## config.mk

```make
export PLATFORM = sky130hd
export DESIGN_NAME = freq_measure_mc
export DESIGN_NICKNAME = d
export VERILOG_FILES = /design/src/rtl/freq_measure_mc.sv
export SDC_FILE = /design/constraint.sdc
export NUM_CORES = 2
export LEC_CHECK = 0
export ABC_CLOCK_PERIOD_IN_PS = 7500
export BUFFER_PORTS_ARGS = -buffer_cell sky130_fd_sc_hd__buf_2
export CORE_UTILIZATION = 58
export CTS_CLUSTER_SIZE = 14
export DETAILED_ROUTE_END_ITERATION = 12
export PLACE_DENSITY = 0.74
export SETUP_SLACK_MARGIN = 0.15
export SLEW_MARGIN = 30
export SYNTH_ARGS = -nofsm -noshare
export SYNTH_HDL_FRONTEND = slang
export SYNTH_SLANG_ARGS = --single-unit
```

## constraint.sdc

```tcl
create_clock -name sys_clk -period 7.5 [get_ports sys_clk]
set_input_delay 1.5 -clock sys_clk [delete_from_list [all_inputs] [get_ports sys_clk]]
set_output_delay 1.5 -clock sys_clk [all_outputs]
set_load 0.05 [all_outputs]
```

## src/rtl/freq_measure_mc.sv

```systemverilog
`timescale 1ns/1ps
// freq_measure_mc -- multi-channel equal-precision frequency meter.
//
// Every channel runs its own actual gate aligned to its own rising edges,
// counting whole test periods (Nx) and sys_clk cycles (Ns). After the soft
// gate and the closing wait, one shared restoring divider computes
// freq = FSTD*Nx/Ns for each channel in turn. Results are published together
// with a one-cycle done pulse.
//
// Ports:
//   sys_clk     - single clock
//   sys_rst_n   - asynchronous active-low reset
//   test_sig    - asynchronous test inputs, one per channel
//   start       - one-cycle round request, honoured in IDLE only (CONT=0)
//   busy        - high from start acceptance until the cycle after done
//   done        - one-cycle pulse when freq_data/freq_valid update
//   freq_data   - results in Hz, channel k at [k*FREQ_W +: FREQ_W]
//   freq_valid  - per-channel flag, 1 = last round produced a measurement

// Per-channel front end: synchronizer, edge detect, actual gate and counters.
//   sig       - raw asynchronous test input
//   clr       - clears counters and gate flags (round start)
//   soft_gate - shared soft gate
//   active    - counting enabled (soft gate or closing wait)
//   nx, ns    - whole test periods / reference cycles inside the actual gate
//   opened    - actual gate has opened this round
//   closed    - actual gate has closed this round
//   sat       - a counter hit all-ones
module freq_measure_ch #(
   parameter int CNT_W = 32
) (
   input  logic             clk,
   input  logic             rst_n,
   input  logic             sig,
   input  logic             clr,
   input  logic             soft_gate,
   input  logic             active,
   output logic [CNT_W-1:0] nx,
   output logic [CNT_W-1:0] ns,
   output logic             opened,
   output logic             closed,
   output logic             sat
);
   logic [2:0] sync;
   logic       rise;
   logic       gate_on;

   // sync[1:0] is the 2-flop synchronizer, sync[2] the edge register
   assign rise    = sync[1] & ~sync[2];
   assign gate_on = opened & ~closed;

   always_ff @(posedge clk or negedge rst_n) begin
      if (!rst_n) sync <= '0;
      else        sync <= {sync[1:0], sig};
   end

   // Ns counts every cycle after the opening edge up to and including the
   // closing edge; Nx counts rises in the same span, so Ns = Nx * period.
   always_ff @(posedge clk or negedge rst_n) begin
      if (!rst_n) begin
         nx     <= '0;
         ns     <= '0;
         opened <= 1'b0;
         closed <= 1'b0;
         sat    <= 1'b0;
      end else if (clr) begin
         nx     <= '0;
         ns     <= '0;
         opened <= 1'b0;
         closed <= 1'b0;
         sat    <= 1'b0;
      end else if (active) begin
         if (gate_on) begin
            if (&ns) sat <= 1'b1;
            else     ns  <= ns + 1'b1;
            if (rise) begin
               if (&nx) sat <= 1'b1;
               else     nx  <= nx + 1'b1;
               // a rise in the first cycle with the soft gate low closes
               if (!soft_gate) closed <= 1'b1;
            end
         end else if (!opened && soft_gate && rise) begin
            opened <= 1'b1;
         end
      end
   end
endmodule

module freq_measure_mc #(
   parameter int CH_NUM   = 4,
   parameter int FSTD     = 50_000_000,
   parameter int GATE_CYC = 62_500_000,
   parameter int TMO_CYC  = 12_500_000,
   parameter int CNT_W    = 32,
   parameter int FREQ_W   = 32,
   parameter int CONT     = 0
) (
   input  logic                     sys_clk,
   input  logic                     sys_rst_n,
   input  logic [CH_NUM-1:0]        test_sig,
   input  logic                     start,
   output logic                     busy,
   output logic                     done,
   output logic [CH_NUM*FREQ_W-1:0] freq_data,
   output logic [CH_NUM-1:0]        freq_valid
);
   localparam int NUM_W = CNT_W + 32;
   localparam int IDX_W = (CH_NUM > 1) ? $clog2(CH_NUM) : 1;
   localparam int GC_W  = $clog2(GATE_CYC + 1);
   localparam int TC_W  = $clog2(TMO_CYC + 1);
   localparam int BC_W  = $clog2(NUM_W + 1);

   typedef enum logic [2:0] {IDLE, GATE, WAIT, DIV, DONE} state_t;
   state_t state;

   logic [GC_W-1:0]  gate_cnt;
   logic [TC_W-1:0]  tmo_cnt;
   logic [IDX_W-1:0] ch_idx;
   logic [BC_W-1:0]  bit_cnt;
   logic             div_run;
   logic [NUM_W-1:0] num;
   logic [CNT_W-1:0] rem;

   logic [CH_NUM-1:0][CNT_W-1:0]  nx, ns;
   logic [CH_NUM-1:0]             opened, closed, sat, ch_ok;
   logic [CH_NUM-1:0][FREQ_W-1:0] res_sh, res_nxt;
   logic [CH_NUM-1:0]             vld_sh, vld_nxt;

   logic             enter_gate, soft_gate, active, all_closed;
   logic [NUM_W-1:0] prod, quo;
   logic [CNT_W:0]   rem_sh;
   logic [CNT_W-1:0] rem_nxt, ns_sel;
   logic             q_bit, ovf;
   logic             wr_en, wr_vld, wr_last;
   logic [FREQ_W-1:0] wr_val;

   assign enter_gate = (state == IDLE && (CONT != 0 || start)) ||
                       (state == DONE && CONT != 0);
   assign soft_gate  = (state == GATE);
   assign active     = (state == GATE) || (state == WAIT);

   for (genvar k = 0; k < CH_NUM; k++) begin : g_ch
      freq_measure_ch #(.CNT_W(CNT_W)) u_ch (
         .clk       (sys_clk),
         .rst_n     (sys_rst_n),
         .sig       (test_sig[k]),
         .clr       (enter_gate),
         .soft_gate (soft_gate),
         .active    (active),
         .nx        (nx[k]),
         .ns        (ns[k]),
         .opened    (opened[k]),
         .closed    (closed[k]),
         .sat       (sat[k])
      );
   end

   // a channel whose gate never opened can no longer open once the soft
   // gate is down, so it does not hold up the wait
   assign all_closed = &(closed | ~opened);
   assign ch_ok      = closed & ~sat;

   // restoring divider step; num shifts out numerator bits and shifts in
   // quotient bits, so after NUM_W steps it holds the quotient
   assign ns_sel  = ns[ch_idx];
   assign prod    = NUM_W'(FSTD) * NUM_W'(nx[ch_idx]);
   assign rem_sh  = {rem, num[NUM_W-1]};
   assign q_bit   = (rem_sh >= {1'b0, ns_sel});
   assign rem_nxt = q_bit ? CNT_W'(rem_sh - {1'b0, ns_sel}) : CNT_W'(rem_sh);
   assign quo     = {num[NUM_W-2:0], q_bit};
   assign ovf     = ((quo >> FREQ_W) != '0);

   always_comb begin
      wr_en  = 1'b0;
      wr_vld = 1'b0;
      wr_val = '0;
      if (state == DIV) begin
         if (!ch_ok[ch_idx]) begin
            wr_en = 1'b1;
         end else if (div_run && bit_cnt == BC_W'(NUM_W - 1)) begin
            wr_en  = 1'b1;
            wr_vld = 1'b1;
            wr_val = ovf ? '1 : quo[FREQ_W-1:0];
         end
      end
      // shadow with the in-flight write merged, so the last channel's
      // result is published in the same edge that enters DONE
      res_nxt = res_sh;
      vld_nxt = vld_sh;
      if (wr_en) begin
         res_nxt[ch_idx] = wr_val;
         vld_nxt[ch_idx] = wr_vld;
      end
   end

   assign wr_last = wr_en && (ch_idx == IDX_W'(CH_NUM - 1));

   always_ff @(posedge sys_clk or negedge sys_rst_n) begin
      if (!sys_rst_n) begin
         state      <= IDLE;
         busy       <= 1'b0;
         done       <= 1'b0;
         freq_data  <= '0;
         freq_valid <= '0;
         res_sh     <= '0;
         vld_sh     <= '0;
         gate_cnt   <= '0;
         tmo_cnt    <= '0;
         ch_idx     <= '0;
         bit_cnt    <= '0;
         div_run    <= 1'b0;
         num        <= '0;
         rem        <= '0;
      end else begin
         done <= 1'b0;
         case (state)
            IDLE: begin
               if (CONT != 0 || start) begin
                  state    <= GATE;
                  busy     <= 1'b1;
                  gate_cnt <= '0;
               end
            end
            GATE: begin
               if (gate_cnt == GC_W'(GATE_CYC - 1)) begin
                  state   <= WAIT;
                  tmo_cnt <= '0;
               end else begin
                  gate_cnt <= gate_cnt + 1'b1;
               end
            end
            WAIT: begin
               if (all_closed || tmo_cnt == TC_W'(TMO_CYC - 1)) begin
                  state   <= DIV;
                  ch_idx  <= '0;
                  div_run <= 1'b0;
               end else begin
                  tmo_cnt <= tmo_cnt + 1'b1;
               end
            end
            DIV: begin
               if (div_run) begin
                  num     <= quo;
                  rem     <= rem_nxt;
                  bit_cnt <= bit_cnt + 1'b1;
               end else if (ch_ok[ch_idx]) begin
                  num     <= prod;
                  rem     <= '0;
                  bit_cnt <= '0;
                  div_run <= 1'b1;
               end
               if (wr_en) begin
                  div_run <= 1'b0;
                  res_sh  <= res_nxt;
                  vld_sh  <= vld_nxt;
                  if (wr_last) begin
                     state      <= DONE;
                     done       <= 1'b1;
                     freq_data  <= res_nxt;
                     freq_valid <= vld_nxt;
                  end else begin
                     ch_idx <= ch_idx + 1'b1;
                  end
               end
            end
            DONE: begin
               busy <= (CONT != 0);
               if (CONT != 0) begin
                  state    <= GATE;
                  gate_cnt <= '0;
               end else begin
                  state <= IDLE;
               end
            end
            default: state <= IDLE;
         endcase
      end
   end
endmodule
```

Word level (Yosys, flattened, before mapping)
Cells that the tools add are included.
{"block": "word_totals", "elab_cells": 330, "in_bits": 7, "ram_bits": 0, "regBits": 705, "latchBits": 0, "rom_bits": 0, "n_memories": 0, "output_inout_bits": 134}
{"block": "op_classes", "n_mux": 147, "bitwise": 20, "reduce_logical": 76, "shift": 0, "n_addsub": 13, "eq_ne": 29, "multipliers": 1, "n_lt_le_gt_ge": 3, "div_mod_pow": 0}
{"op": "two-way mux 32 bit", "count": 46}
{"op": "adder 32 x 1 -> 32 bit (second input constant)", "count": 8}
{"op": "AND reduction 32 bit", "count": 8}
{"op": "binary-select mux 32 bit (select 2 bit)", "count": 2}
{"op": "bitwise mux 128 bit", "count": 1}
{"op": "two-way mux 64 bit", "count": 2}
{"op": "two-way mux 1 bit", "count": 72}
{"op": "demux 32 bit (select 2 bit)", "count": 1}
{"op": "nonzero test 64 bit", "count": 1}
{"op": "two-way mux 26 bit", "count": 2}
{"op": "case mux 26 bit (2 select lines)", "count": 1}
{"op": "multiplier 19 x 32 -> 51 bit (first input constant)", "count": 1}
{"op": "two-way mux 24 bit", "count": 2}
{"op": "case mux 24 bit (2 select lines)", "count": 1}
{"op": "!= test 2 bit (second input constant)", "count": 20}
{"op": "AND reduction 4 bit", "count": 10}
{"op": "nonzero test 2 bit", "count": 18}
{"op": "greater-or-equal comparator 33 x 32 -> 1 bit", "count": 1}
{"op": "AND reduction 3 bit", "count": 11}
{"op": "subtractor 32 bit", "count": 1}
{"op": "adder 26 x 1 -> 26 bit (second input constant)", "count": 1}
{"op": "equality test 26 bit (second input constant)", "count": 1}
{"op": "adder 24 x 1 -> 24 bit (second input constant)", "count": 1}
{"op": "equality test 24 bit (second input constant)", "count": 1}
{"op": "other kinds (30)", "count": 76}

Longest topological paths before layout
{"block": "depth", "word_depth": 10, "depth_mapped": 28, "depth_no_buf": 23}

Hierarchy
A second synthesis with hierarchy kept.
{"block": "unflattened", "cells_unflattened": 5021, "area_unflattened_um2": 47242.8}
{"mod": "freq_measure_mc", "n_inst": 1, "area_per_inst_um2": 31853.0, "cells_each": 3365}
{"mod": "freq_measure_ch", "n_inst": 4, "area_per_inst_um2": 3847.4, "cells_each": 414}

Worst setup path before layout
OpenSTA, ideal clock, no wires.
{"block": "synth_path", "path_type": "reg-to-reg", "from": "register ch_idx[1]", "to": "register num[54]", "synth_period_minus_slack_ns": 7.652, "path_buffers": 4, "arrival_time_ns": 7.525, "stages_incl_launch_ff": 26, "setup_ns": 0.127, "path_slack_ns": -0.152, "cell_sequence": "dfrtp_1 > buf_2 > buf_2 > buf_1 > mux4_2 > ha_1 > xnor2_1 > fa_1 > inv_1 > fa_1 > fa_1 > fa_1 > inv_1 > fa_1 > inv_1 > ha_1 > clkbuf_1 > nand4_1 > nor4_1 > a32oi_1 > a31oi_1 > a21oi_1 > o31a_1 > o31ai_1 > nor3_1 > nand3b_1"}
{"block": "synth_via", "elab_chain_cells": 5, "elab_cells_between_ends": 9}
{"element": "start, declared", "line_no": "118", "rtl": "logic [IDX_W-1:0] ch_idx;"}
{"element": "start signal, assigned", "line_no": "262", "rtl": "ch_idx <= ch_idx + 1'b1;"}
{"element": "binary-select mux 32 bit (select 2 bit)", "line_no": "166", "rtl": "assign prod = NUM_W'(FSTD) * NUM_W'(nx[ch_idx]);"}
{"element": "two-way mux 32 bit (not written as such)", "line_no": "166"}
{"element": "multiplier 19 x 32 -> 51 bit", "line_no": "166"}
{"element": "two-way mux 64 bit", "line_no": "246", "rtl": "end else if (ch_ok[ch_idx]) begin"}
{"element": "two-way mux 64 bit", "line_no": "242", "rtl": "if (div_run) begin"}
{"element": "end signal, assigned", "line_no": "243", "rtl": "num <= quo;"}
{"element": "end signal, assigned", "line_no": "247", "rtl": "num <= prod;"}
{"element": "end, declared", "line_no": "121", "rtl": "logic [NUM_W-1:0] num;"}
Several ways; a longest one is shown, not always the timed one. The select of a mux whose other input is x is not followed.
A chain may end at the register's enable or synchronous reset.

Worst setup path after layout
{"block": "layout_path", "from": "register ch_idx[1]", "to": "register num[55]"}
The elaborated chain is that of the path after synthesis.

==> metrics.cfg <==
[clocking]
clkTransAtPathRegs_ps = 60
cts_tree = yes
clockBufferDepth = 3
cts_htree_levels = 3
cts.sink_count = 672
ctsHoldBuffers = 0
cts-root-buf = clkbuf_16
cts_buffers = 74
clk_latency_ps = 650

[routing]
vias = 34980
wl_met3_mm = 7.375
dr.first_iter.drc_count = 3022
via_per_inst = 5.955
wl_per_cell_um = 20.31
topRoutingLayerUsed = met4
routed_wl_mm = 119.3
m1WireLength_mm = 51.96
drtPass1Iterations = 5
route.detailed.drc = 0
ant_nets = 0
met2_length_mm = 56.00

[setup_path]
critPathKind = reg -> reg
cp-start-kind = register
r2r_cells = 24
worstPathRequired_ps = 8030
r2r-start = ch_idx[1]
crit_arrival_ps = 7640
r2r_setup_slack_ps = 390
cp-end-kind = register
r2r_end = num[55]
crit_path_max_fanout = 7

[floorplan]
die_area_um2 = 79950
fp.dieW_um = 282.8
core_area_um2 = 77720
rows = 102
io_pins = 141
start_util_pct = 58.82
die_y_um = 282.8

[timing]
period_share_pct = 94.74
final.min_clock_period_ps = 7106
setup_viol = 0
skew_ps = 32.53
setup_ws_ps = 394.4
max_freq_ghz = 0.1407
tightest_slew_ps = 1006
max_slew_margin_pct = 32.44
finalHoldViolCount = 0
slew_viol_final = 0
grt_setup_unrepaired = yes

[worst_hold_path]
holdPathEnd = g_ch[2].u_ch.sync[1]
hp-class = reg -> reg
holdCritStartpoint = g_ch[2].u_ch.sync[0]
whs_path_depth = 0

[global_route]
grt_overflow = 0
grt_usage_pct = 30.40
antenna_found_initial = 0
grt_max_degree = 172
grt_pass1_wl_mm = 190.5
grt_pass1_vias = 34800

[flow_run]
drv_cap = 0

[yosys]
synth.area.top_cells = dfrtp_1, fa_1, ha_1, nor2_1, xor2_1
synth_seq_cells = 672
syn-cell-area_um2 = 45720
synth_nets = 5200
yosysWarnings = 0
synth_most_common_cell = dfrtp_1
synth_common_cells = dfrtp_1, nor2_1, inv_1, nand2_1, ha_1
avgSynthCellArea_um2 = 9.804
synth.distinct_cells = 95
synth_enable_flop_cells = 0
syn_inst = 4663
async_reset_ff_share_pct = 100.0
ys.flop_type = dfrtp_1
synth.yosys.seq_area_share_pct = 36.78
synth_top_area_share_pct = 36.78
yosys.area.top_type = dfrtp_1

[place]
dpl_worst_slack_ps = -8.312
place_area_um2 = 47520
io_buffer_count = 140
place.gp.congestion = 0.9432
dpl.hpwl_mm = 86.34

[cells_and_area]
drive_above_1_share_pct = 10.24
final_net_count = 5310
regArea_um2 = 16820
design_area_um2 = 50650
multi_input_area_um2 = 26540
diodes = 0
syn2layout_area_growth_pct = 10.79
nFillCells = 6148

[power]
vdd_drop_max_uv = 502.2
p_leak_uw = 0.02513
power_density_nw_per_um2 = 394.4

[outcome]
status = completed

==> worst max-delay path by stage <==
| stage | start | to | cells after the start |
|---|---|---|---|
| floorplan | ch_idx[0] | num[51] | 26 |
| global placement | ch_idx[1] | num[55] | 23 |
| detailed placement | ch_idx[1] | num[55] | 23 |
| CTS | ch_idx[1] | num[54] | 22 |
| global route | ch_idx[1] | num[54] | 23 |
| finish | ch_idx[1] | num[55] | 24 |
==> critical path, cell delays in order (launching register included) <==
cell      delay, ps
dfrtp_4         440
buf_4           180
buf_4           170
mux4_2          640
ha_1            450
a21oi_2         230
fa_1            450
inv_1            90
fa_1            460
fa_1            530
fa_1            540
inv_1            50
fa_1            530
inv_1            40
ha_1            370
nand2_1         160
nor2_1          200
nand3_1         140
a211oi_2        250
nor3_1          100
buf_4           160
o31ai_2         320
a31oi_1         170
xor2_1          210
a21oi_1          90
==> placed cells by master (no fill, tap or decap), types with 17 or more instances in the layout <==
cell type  count
and3_1        62
xnor2_1      141
o21ai_0      242
a31oi_1       18
a22o_1       126
a21oi_1      217
nand3_1      140
buf_4         77
clkbuf_8      17
nor4_1        28
nor3_1        48
mux4_2        65
or3_1         63
fa_1         254
clkbuf_16     74
nand4_1       78
mux2i_1      122
ha_1         266
and4_1        37
buf_2        139
nor2_1       496
nand2_1      369
and2_1        28
inv_1        465
dfrtp_1      669
a21o_1        66
nand2b_1      29
xor2_1       211
==> routing by layer <==
layer	global-route usage, %	vias to the layer above
li1	-	16110
met1	42.60	17500
met2	48.74	1153
met3	4.446	216
met4	10.06	0
met5	0	-
==> what timing repair did <==
action / 4_1_cts / 5_1_grt
setup endpoints to repair: 8 / 15
pin swaps: 1 / 1
gates resized for setup: 1 / 22
setup buffers: 2 / 29
==> report_power, final <==
part           switching [uW]  leakage, uW  total [uW]  internal (uW)
registers                 492      0.00916        4550           4060
clock network            1610      0.00128        3880           2270
logic                    7140       0.0147       11500           4400
==> flip-flops by register name, indices dropped and copies added (netlist names), 2 cells and up <==
signal and flops:
bit_cnt 7, ch_idx 2, freq_data 128, freq_valid 4, g_ch.u_ch.closed 4, g_ch.u_ch.ns 128
g_ch.u_ch.nx 128, g_ch.u_ch.opened 4, g_ch.u_ch.sat 4, g_ch.u_ch.sync 12, gate_cnt 26, num 64
rem 32, res_sh 96, state 3, tmo_cnt 24, vld_sh 3
==> cells by family after synthesis <==
logic type	after synthesis	synth area share [%]
AOI/OAI and AO/OA	811	11.34
adders and majority gates	530	18.68
and+or+nand+nor	1444	14.97
DFF	672	36.78
muxes	189	5.922
buffers and inverters	664	5.534
xor gates and xnor gates	353	6.779
==> cell type report <==
type,count,area share [%]
Clock buffer,105,4.222
Clock inverter,32,0.9956
Inverter,467,3.468
Multi-Input combinational cell,3327,52.41
Sequential cell,672,33.22
Tap cell,1040,2.569
Timing Repair Buffer,231,3.118
==> through the flow <==
step,utilization [%],power [uW],TNS (ps),instances,hold WS [ps]
6_report,65.17,19970,0,5874,346.2
5_1_grt,65.17,21640,0,5874,348.5
4_1_cts,64.58,19910,0,5841,347.9
3_5_place_dp,61.15,15920,-8.312,5702,334.7
3_3_place_gp,61.12,15730,0,5701,332.0
2_1_floorplan,-,12750,0,4663,331.2
Note: power is estimated with default switching activity, not from simulation.
